===== src/rtl/dstage_pkg.sv =====
// Shared decode-stage constants: immediate-select codes, RV32 opcodes, bubble encoding, FSM states.
package dstage_pkg;
  localparam logic [2:0] IMM_S      = 3'd0;
  localparam logic [2:0] IMM_B      = 3'd1;
  localparam logic [2:0] IMM_U      = 3'd2;
  localparam logic [2:0] IMM_J      = 3'd3;
  localparam logic [2:0] IMM_I      = 3'd4;
  localparam logic [2:0] IMM_I_STAR = 3'd5;
  localparam logic [2:0] IMM_CSR    = 3'd6;
  localparam logic [2:0] IMM_NONE   = 3'd7;

  localparam logic [6:0] OPC_LOAD   = 7'b0000011;
  localparam logic [6:0] OPC_JALR   = 7'b1100111;
  localparam logic [6:0] OPC_STORE  = 7'b0100011;
  localparam logic [6:0] OPC_BRANCH = 7'b1100011;
  localparam logic [6:0] OPC_LUI    = 7'b0110111;
  localparam logic [6:0] OPC_AUIPC  = 7'b0010111;
  localparam logic [6:0] OPC_JAL    = 7'b1101111;
  localparam logic [6:0] OPC_OPIMM  = 7'b0010011;
  localparam logic [6:0] OPC_SYSTEM = 7'b1110011;

  localparam logic [31:0] NOP_INST = 32'h0000_0013;

  typedef enum logic {ST_RUN = 1'b0, ST_DRAIN = 1'b1} state_e;
endpackage


===== src/rtl/imm_sel_decode.sv =====
// Combinational opcode/funct3 -> immediate-select decode; shared with the hazard unit.
module imm_sel_decode
  import dstage_pkg::*;
(
  input  logic [6:0] i_opcode,
  input  logic [2:0] i_funct3,
  output logic [2:0] o_imm_sel
);
  always_comb begin
    o_imm_sel = IMM_NONE;
    case (i_opcode)
      OPC_LOAD, OPC_JALR:  o_imm_sel = IMM_I;
      OPC_STORE:           o_imm_sel = IMM_S;
      OPC_BRANCH:          o_imm_sel = IMM_B;
      OPC_LUI, OPC_AUIPC:  o_imm_sel = IMM_U;
      OPC_JAL:             o_imm_sel = IMM_J;
      OPC_OPIMM:           o_imm_sel = (i_funct3 == 3'b001 || i_funct3 == 3'b101) ? IMM_I_STAR : IMM_I;
      // funct3[2]=1 are the immediate CSR forms; every other SYSTEM funct3 uses the I slot
      OPC_SYSTEM:          o_imm_sel = i_funct3[2] ? IMM_CSR : IMM_I;
      default:             o_imm_sel = IMM_NONE;
    endcase
  end
endmodule


===== src/rtl/decode_stage_ctrl.sv =====
// Decode-stage sequencer: single-entry pipeline register between fetch and execute,
// with flush, execute back-pressure and a CSR drain window.
module decode_stage_ctrl #(
  parameter int unsigned XLEN         = 32,
  parameter int unsigned DRAIN_CYCLES = 3,
  parameter logic [31:0] NOP_INST     = dstage_pkg::NOP_INST
) (
  input  logic            clk,
  input  logic            rst_n,
  input  logic            f_valid,
  input  logic [31:0]     f_inst,
  input  logic [XLEN-1:0] f_pc,
  output logic            f_ready,
  input  logic            x_ready,
  input  logic            x_flush,
  output logic            d_valid,
  output logic [31:0]     d_inst,
  output logic [XLEN-1:0] d_pc,
  output logic [2:0]      d_imm_sel,
  output logic            d_csr_busy
);
  import dstage_pkg::*;

  localparam int unsigned CNT_W_RAW = $clog2(DRAIN_CYCLES + 1);
  localparam int unsigned CNT_W     = (CNT_W_RAW < 1) ? 1 : CNT_W_RAW;
  localparam logic [CNT_W-1:0] CNT_INIT = CNT_W'(DRAIN_CYCLES);

  state_e            r_state;
  logic [CNT_W-1:0]  r_cnt;
  logic              r_valid;
  logic [31:0]       r_inst;
  logic [XLEN-1:0]   r_pc;
  logic [2:0]        r_imm_sel;

  logic [2:0]        w_imm_sel;
  logic              w_accept;
  logic              w_is_csr;

  imm_sel_decode u_dec (
    .i_opcode  (f_inst[6:0]),
    .i_funct3  (f_inst[14:12]),
    .o_imm_sel (w_imm_sel)
  );

  assign f_ready  = (r_state == ST_RUN) && (!r_valid || x_ready) && !x_flush;
  assign w_accept = f_valid && f_ready;
  assign w_is_csr = (f_inst[6:0] == OPC_SYSTEM) && (f_inst[14:12] != 3'b000) && (DRAIN_CYCLES > 0);

  always_ff @(posedge clk or negedge rst_n) begin
    if (!rst_n) begin
      r_state   <= ST_RUN;
      r_cnt     <= '0;
      r_valid   <= 1'b0;
      r_inst    <= NOP_INST;
      r_pc      <= '0;
      r_imm_sel <= IMM_I;
    end else if (x_flush) begin
      r_state   <= ST_RUN;
      r_cnt     <= '0;
      r_valid   <= 1'b0;
      r_inst    <= NOP_INST;
      r_imm_sel <= IMM_I;
    end else begin
      case (r_state)
        ST_RUN: begin
          if (w_accept) begin
            r_inst    <= f_inst;
            r_pc      <= f_pc;
            r_imm_sel <= w_imm_sel;
            if (w_is_csr) begin
              // entry is parked invisible to execute until the drain window closes
              r_state <= ST_DRAIN;
              r_cnt   <= CNT_INIT;
              r_valid <= 1'b0;
            end else begin
              r_valid <= 1'b1;
            end
          end else if (x_ready && r_valid) begin
            r_valid <= 1'b0;
            r_inst  <= NOP_INST;
          end
        end
        ST_DRAIN: begin
          if (r_cnt == CNT_W'(1)) begin
            r_state <= ST_RUN;
            r_cnt   <= '0;
            r_valid <= 1'b1;
          end else begin
            r_cnt <= r_cnt - CNT_W'(1);
          end
        end
        default: r_state <= ST_RUN;
      endcase
    end
  end

  assign d_valid    = r_valid;
  assign d_inst     = r_inst;
  assign d_pc       = r_pc;
  assign d_imm_sel  = r_imm_sel;
  assign d_csr_busy = (r_state == ST_DRAIN);
endmodule

===== config.mk =====
export PLATFORM = sky130hd
export DESIGN_NAME = decode_stage_ctrl
export DESIGN_NICKNAME = d
export VERILOG_FILES = /design/src/rtl/dstage_pkg.sv /design/src/rtl/imm_sel_decode.sv /design/src/rtl/decode_stage_ctrl.sv
export SDC_FILE = /design/constraint.sdc
export NUM_CORES = 1
export LEC_CHECK = 0
export BUFFER_PORTS_ARGS = -buffer_cell sky130_fd_sc_hd__clkbuf_2
export CAP_MARGIN = 20
export CORE_ASPECT_RATIO = 1.25
export CORE_UTILIZATION = 46
export CTS_CLUSTER_SIZE = 14
export DETAILED_ROUTE_END_ITERATION = 8
export MAX_ROUTING_LAYER = met4
export PLACE_DENSITY_LB_ADDON = 0.08
export SETUP_SLACK_MARGIN = 0.3
export SLEW_MARGIN = 20
export SYNTH_ARGS = -nofsm -noshare
export SYNTH_HDL_FRONTEND = slang
export SYNTH_SLANG_ARGS = --single-unit
export TNS_END_PERCENT = 5

===== constraint.sdc =====
create_clock -name clk -period 2 [get_ports clk]
set_clock_uncertainty 0.05 [all_clocks]
set_input_delay 0.1 -clock clk [delete_from_list [all_inputs] [get_ports clk]]
set_output_delay 0.1 -clock clk [all_outputs]
set_load 0.005 [all_outputs]

# == Yosys cells after proc, flatten, opt, wreduce, memory -nomap -nowiden ==
# Index checks and enable logic that the tools add are counted.
# word_totals
elab_cells,71
reg_bits,71
inputBits,69
# classes
addsub,1
n_reduce_logical,19
n_mux,26
bitwise,2
eq_ne,17
# ops
cell,count
$mux W32,4
$eq A7 B7 Y1 const B,4
$pmux W3 S7,1
$eq A7 B5 Y1 const B,2
$eq A7 B6 Y1 const B,2
$mux W1,10
$mux W2,5
$mux W3,3
$reduce_and A2 Y1,4
$eq A7 B2 Y1 const B,1
$ne A3 B3 Y1 const B,2
$reduce_bool A3 Y1,2
$logic_and A1 B1 Y1,5
$ne A4 B3 Y1 const B,1
$pmux W1 S2,2
$pmux W2 S2,1
$reduce_or A2 Y1,2
$eq A3 B1 Y1 const B,1
$eq A3 B3 Y1 const B,1
$ne A3 B2 Y1 const B,1
$reduce_and A3 Y1,1
$eq A2 B1 Y1 const B,1
$logic_not A1 Y1,2
$logic_or A1 B1 Y1,2
other kinds (4),5

# == Logic depth before layout (Yosys ltp) ==
# depth
word_depth,8
ltp_mapped,6

# == Hierarchy ==
# A second synthesis with hierarchy kept.
# unflattened
hier_cells,198
area_unflattened_um2,3012.9
# by_module_without_submodules
module,area_each_um2,n_inst,seq_area_each_um2,cells_per_inst
decode_stage_ctrl,2891.5,1,1781.7,177
imm_sel_decode,121.4,1,0.0,21

# == Worst setup path after synthesis ==
# No wires, ideal clock.
# synth_path
kind,register -> register
from,register r_state (netlist: d_csr_busy)
to,register r_pc[11] (netlist: d_pc[11])
n_path_buf,2
t_arrival_ps,1548
setup_time_ps,125
stages_incl_launch_ff,5
required_ps,1825
setup_slack_ps,277
cell_sequence,dfrtp_1 > buf_2 > a2111oi_4 > buf_2 > mux2_2
# synth_between
elab_chain_len,5
# synth_lines
element,line,text
start: declaration,decode_stage_ctrl.sv:28,state_e r_state;
start signal: assignment,decode_stage_ctrl.sv:51,r_state <= ST_RUN;
start signal: assignment,decode_stage_ctrl.sv:58,r_state <= ST_RUN;
start signal: assignment,decode_stage_ctrl.sv:72,r_state <= ST_DRAIN;
$not A1 Y1 (no line) *,-,
$logic_and A1 B1 Y1 (2 in a row),decode_stage_ctrl.sv:45,assign f_ready = (r_state == ST_RUN) && (!r_valid || x_ready) && !x_flush;
$logic_and A1 B1 Y1,decode_stage_ctrl.sv:46,assign w_accept = f_valid && f_ready;
$reduce_and A3 Y1 (no line) *,-,
end signal: assignment,decode_stage_ctrl.sv:68,r_pc <= f_pc;
end: declaration,decode_stage_ctrl.sv:32,logic [XLEN-1:0] r_pc;
# Every way passes the cells marked *; elsewhere a longest branch is shown, timed or not.
# A chain may end at the register's enable or synchronous reset.

# == Worst setup path after layout ==
# layout_path
from,register r_valid (netlist: d_valid)
to,register r_pc[31] (netlist: d_pc[31])
# layout_between
elab_chain_len,6
# layout_lines
element,line,text
start: declaration,decode_stage_ctrl.sv:30,logic r_valid;
start signal: assignment,decode_stage_ctrl.sv:53,r_valid <= 1'b0;
start signal: assignment,decode_stage_ctrl.sv:60,r_valid <= 1'b0;
start signal: assignment,decode_stage_ctrl.sv:74,r_valid <= 1'b0;
$logic_not A1 Y1,decode_stage_ctrl.sv:45,
$logic_or A1 B1 Y1,decode_stage_ctrl.sv:45,
$logic_and A1 B1 Y1 (2 in a row),decode_stage_ctrl.sv:45,
$logic_and A1 B1 Y1,decode_stage_ctrl.sv:46,
$reduce_and A3 Y1 (no line),-,
# No other way between the ends.

==> reports/metrics.cfg <==
[floorplanning]
io-pin-count = 139
die_h_um = 90.0
design.core.area_sq_um = 5900
initial_utilization = 0.483
floorplan.die_area_sq_um = 6510
die_x_um = 72.4
std_cell_rows = 31

[power]
power.share.combinational = 0.191
total_switching_power_w = 0.000923
power.share.sequential = 0.451
internal_power_w = 0.00287
leakage_nw = 2.30
max-vdd-ir-drop_uv = 630
swShare = 0.244
post-layout-total-power_w = 0.00379
power_density_nw_per_um2 = 827
clockPowerShare = 0.358

[clock_tree]
clk-insertion-delay-late_ns = 0.34
numClockSinks = 71
cts-root-to-sink-buffers = 2
cts.root.buffer_cell = sky130_fd_sc_hd__clkbuf_8
cts_inserted_buffers = 9
cts.htree.levels = 3
cts_tree = built
clk_pin_slew_ns = 0.07

[yosys]
count_of_state_elements_after_synthesis = 71
sequential_element_share_of_the_synthesized_area = 0.626
synth.avg_cell_area_sq_um = 14.1
synthCells = 202
post_synth_instance_area_sq_um = 2850
synthFlopType = sky130_fd_sc_hd__dfrtp_1
yosysWarningCount = 0
asyncSetResetFlopFracSynth = 1.00
edff_count_synth = 0
mappedNetlistNets = 272
library_cells_used_by_synthesis = 34

[placement]
gp_congestion = 0.767
place_hpwl_um = 4590
place_inst = 414
instance_area_after_placement_sq_um = 3620
place.port_buffers = 138

[worst_setup_path]
capturing_element_of_the_worst_setup_path = d_pc[31]
worst_path_max_delay_cell = sky130_fd_sc_hd__dfrtp_2
crit-reg2reg-capture = d_pc[31]
worstPathCellList = a2111oi_4, buf_6, buf_12, mux2_2
critical_path_peak_fanout = 17
required_ns = 2.18
crit_start = d_valid
r2r_start = d_valid
reg2reg_slack_ns = 0.30
path_delay_family = flip-flops
arrival_time_reported_for_the_critical_path_endpoint_ns = 1.88
cpPeakStageDelay_ns = 0.44
cp-end-kind = flop
crit_path_buf_inv_count = 2
worst-path-stages = 4
crit_type = reg -> reg
crit_path_start_kind = flop
worstRegToRegCells = 4

[routing]
drc = 0
vias = 2487
drt_wl_total_um = 8100
ant_nets = 0
detail_route.first_pass.iterations = 4
wl_per_cell_um = 16.3
drtIter0Drc = 137
viasPerCell = 5.00

[finish]
layout.core_utilization = 0.777
post_layout_nonfiller_instances = 497
finalNetCount = 480
layout.filler_cells = 408
stdcell_area_sq_um = 4580
insertedDiodeCount = 0
area_growth_syn_to_layout_pct = 61.0
drive_above_1_share = 0.494

[global_route]
grt_util_met3 = 0.0504
antenna_found_initial = 0
grt_start_max_net_pins = 36
grt_first_pass_wirelength_um = 12400
globalRouteTotalUtil = 0.261
gr-usage-met1 = 0.306
met2_usage = 0.431
most_used_layer_global_route = met2
number_of_global_route_vias_before_repair = 2584
grt-ovfl-total = 0

[timing]
period_needed_ns = 1.70
max_slew.worst_pin.slew_ns = 0.390
max_clock_freq_mhz = 589
unrepaired_setup_endpoints_after_global_routing = true
maxSlewViolCount = 0
final-hold-violation-count = 0
fraction_of_the_cycle_the_final_worst_path_needs = 0.849
setup-violations-final = 0
timing.slew.headroom = 0.740
setup-tns-final_ns = 0

[hold_path]
min-delay-path-class = in -> reg
min_from = f_inst[4]

[flow_run]
max_cap_violations = 0

[outcome]
outcome = complete, no violations

area by class of cell:
class	count	area (sq um)	share of cell area
Clock inverter	6	109	0.0238
Timing Repair Buffer	211	1470	0.320
Sequential cell	71	1780	0.389
Tap cell	82	103	0.0224
Inverter	8	30.0	0.00655
Clock buffer	10	128	0.0279
Multi-Input combinational cell	109	962	0.210
worst min path at each step:
stage,end,slack [ns],cells after the start
6_report,d_inst[4],0.04,2
4_1_cts,d_inst[4],0.03,2
2_1_floorplan,d_csr_busy,-0.25,0
3_3_place_gp,d_csr_busy,-0.04,1
3_5_place_dp,d_csr_busy,-0.02,1
5_1_grt,d_inst[4],0.04,2
layer usage:
metal	up-vias	share of wire
li1	1154	-
met1	1216	0.41
met2	103	0.52
met3	14	0.049
met4	0	0.019
met5	-	0
timing repair:
action                                  CTS  global route
cloned                                    1             3
setup buffers                             1             2
gates resized for setup                   2             5
endpoints found under the setup margin   32            32
hold buffers                             60             0
hold endpoints to repair                 72             0
pin swaps                                 1             1
synthesized netlist by cell type, drive strengths merged, types with 2 or more instances:
master / number / share of area
dfrtp: 67 / 0.59
mux2: 32 / 0.13
a22o: 29 / 0.089
buf: 9 / 0.019
inv: 8 / 0.011
nand2: 6 / 0.0079
a21oi: 5 / 0.0088
clkbuf: 5 / 0.0066
mux2i: 5 / 0.018
dfstp: 4 / 0.037
a2bb2oi: 3 / 0.0092
nand3: 3 / 0.0053
a31oi: 2 / 0.0044
nand3b: 2 / 0.0053
nor2: 2 / 0.0026
nor3: 2 / 0.0035
o21ai: 2 / 0.0035
xnor2: 2 / 0.0062
layout by cell type, fill, tap and decap left out, drive strengths merged, types with 2 or more instances in the layout:
| cell type | instances |
|---|---|
| bufinv | 3 |
| dfstp | 4 |
| mux2 | 32 |
| a22o | 29 |
| xnor2 | 2 |
| inv | 8 |
| mux2i | 5 |
| a31oi | 2 |
| nor2 | 2 |
| buf | 12 |
| a21oi | 5 |
| clkinv | 3 |
| nand3 | 3 |
| o21ai | 2 |
| clkbuf | 149 |
| a2bb2oi | 3 |
| nand3b | 2 |
| nor3 | 2 |
| nand2 | 6 |
| dlygate4sd3 | 60 |
| dfrtp | 67 |
state kept, by name, summed over array words and instances, names as in the netlist:
signal / cells
d_inst: 32
d_pc: 32
d_imm_sel: 3
r_cnt: 2
d_csr_busy: 1
d_valid: 1
cell families after synthesis:
| logic type | synth area share |
|---|---|
| DFF | 0.626 |
| AOI/OAI and AO/OA | 0.140 |
| buffers and inverters | 0.0360 |
| adders and majority gates | 0.00439 |
| and+or+nand+nor | 0.0435 |
| muxes | 0.144 |
| xor gates and xnor gates | 0.00615 |
power groups by stage:
stage	clock network [W]	registers, W	logic, W
floorplan	0	0.00174	0.000246
global placement	0	0.00173	0.000569
detailed placement	0	0.00173	0.000582
CTS	0.00137	0.00171	0.000687
global route	0.00144	0.00173	0.000783
finish	0.00136	0.00171	0.000723
worst register-to-register path: cells and delay by family (launching register included):
| kind | cells | cell delay [ns] |
|---|---|---|
| flip-flops | 1 | 0.44 |
| AO/OA/AOI/OAI | 1 | 0.40 |
| buffers and inverters | 2 | 0.35 |
| multiplexers | 1 | 0.34 |
stage by stage:
step                      setup slack [ns]  hold WS, ns
after floorplan                      0.277       -0.246
after CTS                            0.305       0.0262
after global routing                 0.264       0.0436
after detailed placement             0.260      -0.0238
after global placement               0.299      -0.0363
final                                0.303       0.0352
No activity file was read; power rests on OpenSTA's default activity.
